[src/rtl/irq_priority_ctrl.sv]
// Eight-channel interrupt controller: synchronised falling-edge capture, masked
// fixed/round-robin arbitration and an Irq/Ack handshake with a one-cycle gap.
module irq_priority_ctrl #(
  parameter int SYNC_STAGES = 2,
  parameter bit ROTATE      = 1'b0
) (
  input  logic       Clk,
  input  logic       Rst_n,
  input  logic [7:0] Req_n,
  input  logic [7:0] Mask,
  input  logic       EI_n,
  input  logic       Ack,
  output logic       Irq,
  output logic [2:0] Vec,
  output logic [7:0] Pend,
  output logic       Busy
);

  typedef enum logic [1:0] {
    IDLE  = 2'd0,
    SERVE = 2'd1,
    GAP   = 2'd2
  } state_t;

  state_t                        state;
  logic [SYNC_STAGES-1:0][7:0]   syncStage;
  logic [7:0]                    prevReq;
  logic [7:0]                    fallEdge;
  logic [7:0]                    eligible;
  logic [7:0]                    clrMask;
  logic [2:0]                    lastGrant;
  logic [2:0]                    winner;
  logic [2:0]                    cand;

  assign fallEdge = prevReq & ~syncStage[SYNC_STAGES-1];
  assign eligible = EI_n ? 8'd0 : (Pend & ~Mask);
  assign clrMask  = (state == SERVE && Ack) ? (8'd1 << Vec) : 8'd0;

  // Later loop iterations overwrite earlier ones, so the last hit has top priority.
  always_comb begin
    winner = 3'd0;
    cand   = 3'd0;
    if (ROTATE) begin
      for (int j = 8; j >= 1; j--) begin
        cand = lastGrant - 3'(j);
        if (eligible[cand]) winner = cand;
      end
    end else begin
      for (int i = 0; i < 8; i++) begin
        if (eligible[i]) winner = 3'(i);
      end
    end
  end

  always_ff @(posedge Clk or negedge Rst_n) begin
    if (!Rst_n) begin
      syncStage <= '1;
      prevReq   <= '1;
    end else begin
      syncStage <= {syncStage[SYNC_STAGES-2:0], Req_n};
      prevReq   <= syncStage[SYNC_STAGES-1];
    end
  end

  always_ff @(posedge Clk or negedge Rst_n) begin
    if (!Rst_n) begin
      state     <= IDLE;
      Irq       <= 1'b0;
      Vec       <= 3'd0;
      Busy      <= 1'b0;
      Pend      <= 8'd0;
      lastGrant <= 3'd0;
    end else begin
      // A fresh edge in the acknowledge cycle keeps the bit pending.
      Pend <= (Pend & ~clrMask) | fallEdge;
      case (state)
        IDLE: begin
          if (eligible != 8'd0) begin
            Vec   <= winner;
            Irq   <= 1'b1;
            Busy  <= 1'b1;
            state <= SERVE;
          end
        end
        SERVE: begin
          if (Ack) begin
            Irq   <= 1'b0;
            state <= GAP;
            if (ROTATE) lastGrant <= Vec;
          end
        end
        GAP: begin
          Busy  <= 1'b0;
          state <= IDLE;
        end
        default: begin
          Irq   <= 1'b0;
          Busy  <= 1'b0;
          state <= IDLE;
        end
      endcase
    end
  end

endmodule

[config.mk]
export PLATFORM = sky130hd
export DESIGN_NAME = irq_priority_ctrl
export DESIGN_NICKNAME = d
export VERILOG_FILES = /design/src/rtl/irq_priority_ctrl.sv
export SDC_FILE = /design/constraint.sdc
export NUM_CORES = 1
export LEC_CHECK = 0
export ABC_AREA = 1
export CAP_MARGIN = 0
export CORE_UTILIZATION = 51
export CTS_BUF_LIST = sky130_fd_sc_hd__clkbuf_8
export CTS_CLUSTER_SIZE = 40
export DETAILED_ROUTE_END_ITERATION = 7
export HOLD_SLACK_MARGIN = 0.05
export PLACE_DENSITY = 0.81
export RECOVER_POWER = 100
export SYNTH_ARGS = -nofsm -noshare
export SYNTH_HDL_FRONTEND = slang
export SYNTH_SLANG_ARGS = --single-unit
[constraint.sdc]
create_clock -name Clk -period 1.1 [get_ports Clk]
set_input_delay 0.22 -clock Clk [delete_from_list [all_inputs] [get_ports Clk]]
set_output_delay 0.22 -clock Clk [all_outputs]
set_load 0.05 [all_outputs]
==> flow_metrics.env <==
export IMPL_die_area_um2=2990
export IMPL_yosysWarnings=0
export IMPL_area_growth_pct=69.9
export IMPL_htree_levels=2
export IMPL_ir_drop_v=0.00269
export IMPL_cts_root_buffer="clkbuf_8"
export IMPL_slowest_stage="dfrtp_2"
export IMPL_hp_class="flop to flop"
export IMPL_relSlewSlack_pct=67.1
export IMPL_tritoncts="built"
export IMPL_nets=211
export IMPL_fin_skew_ps=14.4
export IMPL_crit_top_cell="nand2_1"
export IMPL_place_area_um2=2040
export IMPL_maxCapViolCount=0
export IMPL_grt_ovfl_total=0
export IMPL_ios=33
export IMPL_drc=0
export IMPL_critPathKind="flop to flop"
export IMPL_clkTransAtPathRegs_ps=90
export IMPL_critical_path_peak_fanout=2
export IMPL_start_kind="flop"
export IMPL_layout_setup_ws_ps=-271
export IMPL_hp_start="syncStage[4]"
export IMPL_viasPerCell=6.15
export IMPL_grt_max_degree=40
export IMPL_yosys_cell_types_count=17
export IMPL_cp_endpoint="Vec[0]"
export IMPL_synthesis_area_um2=1420
export IMPL_portBuffers=32
export IMPL_syn_instance_count=128
export IMPL_synth_seq_cells=39
export IMPL_place_congestion=0.813
export IMPL_cts_sinks=39
export IMPL_final_layout_size_suffix_gt1_share_pct=63.5
export IMPL_post_route_period_util_pct=125
export IMPL_period_minus_slack_ps=1370
export IMPL_vias=1365
export IMPL_clock_latency_ps=300
export IMPL_max_stage_delay_ps=410
export IMPL_grt_total_usage_pct=35.2
export IMPL_rsz0062_at_grt="yes"
export IMPL_tightest_slew_ps=494
export IMPL_drt_initial_drc_count=75
export IMPL_die_w_um=54.7
export IMPL_ant_nets=0
export IMPL_outcome="finished, violations left"
export IMPL_leakagePower_uw=0.00111
export IMPL_seq_area_frac_synth_pct=71.1
export IMPL_start_util_pct=55.6
export IMPL_final_cells=222
export IMPL_grt_pass1_wl_mm=6.65
export IMPL_report_final_slew_viol_count=0
export IMPL_setup_viol=27
export IMPL_grt_pass1_vias=1304
export IMPL_dp_cells=202
export IMPL_first_pass_iters=6
export IMPL_r2r_start="Pend[1]"
export IMPL_cp_cell_sequence="inv_2, nor2_4, nand2_1, nand2_1, nand2_1, nand2_1, nand2_1, nand2_1, nand2_1, nand2_2"
export IMPL_n_antenna_cell=0
export IMPL_reg2reg_depth=10
export IMPL_fin_util_pct=94.4
export IMPL_r2r_end="Vec[0]"
export IMPL_antenna_found_initial=0
export IMPL_clk_path_buf_depth=2
export IMPL_violations="negative setup slack"
export IMPL_die_y_um=54.7
export IMPL_rows=18
export IMPL_synth_nets=148
export IMPL_synth_area_per_cell_um2=11.1
export IMPL_wl_per_cell_um=25.1
export IMPL_core_um2=2540
export IMPL_ctsHoldBuffers=0
export IMPL_power_uw=6840
export IMPL_numCtsBuffers=5
export IMPL_hold_violations=0
export IMPL_reg2reg_slack_ps=-270
export IMPL_critPathArrivalTime_ps=1610
export IMPL_finalInstanceArea_um2=2400
export IMPL_dpl_hpwl_mm=2.23
export IMPL_fmax_mhz=729
export IMPL_wl_mm=5.58
export IMPL_crit_path_end_kind="flop"
export IMPL_startpoint="Pend[1]"
export IMPL_powerDensity_nw_per_um2=2850
export IMPL_worst_ep_required_time_ps=1340
export IMPL_hold_ws_ps=343
-- synth_stat cells (all sizes together) --
library cell,count,area [um2]
nand2,34,143
dfstp,24,631
inv,19,71.3
o21ai,19,95.1
dfrtp,15,375
nor2,7,36.3
nand3,6,35.0
a21oi,2,10.0
nand3b,2,18.8
-- sequential cells by signal (all words and copies together) (netlist names) --
register   flops
syncStage     16
Pend           8
prevReq        8
Vec            3
state          2
Busy           1
Irq            1
-- timing repair --
item,in CTS,in global routing
pin swaps,5,6
endpoints found under the setup margin,25,27
setup buffers,7,5
resized for setup,25,21
gates cloned,0,0
-- worst min path at each step --
stage / endpoint / slack, ps / cells after the start
after floorplan: Busy / -80 / 0
after global placement: syncStage[12] / 350 / 0
after detailed placement: syncStage[12] / 350 / 0
after CTS: Pend[1] / 300 / 2
after global routing: syncStage[10] / 360 / 0
final: syncStage[12] / 340 / 0
-- logic make-up after synthesis --
family,count (synthesis),synth area share [%]
and+or+nand+nor,49,16.4
DFF,39,71.1
AOI/OAI and AO/OA,21,7.43
buffers and inverters,19,5.04
-- layout by cell type (no fill, tap or decap), drive strengths merged --
cell type / Yosys / final
dfstp: 24 / 24
clkbuf: 0 / 6
inv: 19 / 20
buf: 0 / 36
a21oi: 2 / 2
o21ai: 19 / 19
bufinv: 0 / 2
nand3: 6 / 6
dfrtp: 15 / 15
clkdlybuf4s50: 0 / 8
nor2: 7 / 7
nand3b: 2 / 2
dlygate4sd3: 0 / 9
nand2: 34 / 34
dlygate4sd2: 0 / 2
-- where the power goes --
part	switching [uW]	total (uW)	internal, uW
Clock	539	1450	907
Combinational	1790	3280	1490
Sequential	365	2110	1750
-- area by class of cell --
type | instances | area, um2
inverters | 19 | 71.3
clock inverters | 3 | 66.3
multi-input cells | 70 | 459
clock buffers | 5 | 68.8
fillers | 63 | 141
well taps | 30 | 37.5
flip-flops and latches | 39 | 1020
repair buffers | 56 | 679
-- worst max-delay path: cells and delay by family (launching register included) --
kind / cells / cell delay, ps
simple gates: 9 / 840
flops: 1 / 410
buf+inv: 1 / 70
-- layer usage --
layer | part of all wire [%] | GRT usage (%) | vias up
li1 | - | - | 525
met1 | 31 | 38.1 | 637
met2 | 49 | 55.4 | 163
met3 | 12 | 14.4 | 40
met4 | 7.7 | 24.4 | 0
met5 | 0 | 0 | -
-- stage by stage --
step	TNS, ps	setup WS, ps
6_report	-3470	-271
5_1_grt	-4510	-335
4_1_cts	-1230	-114
3_5_place_dp	-5560	-451
3_3_place_gp	-4690	-355
2_1_floorplan	-349	-92.5
Note: power is estimated with default switching activity, not from simulation.
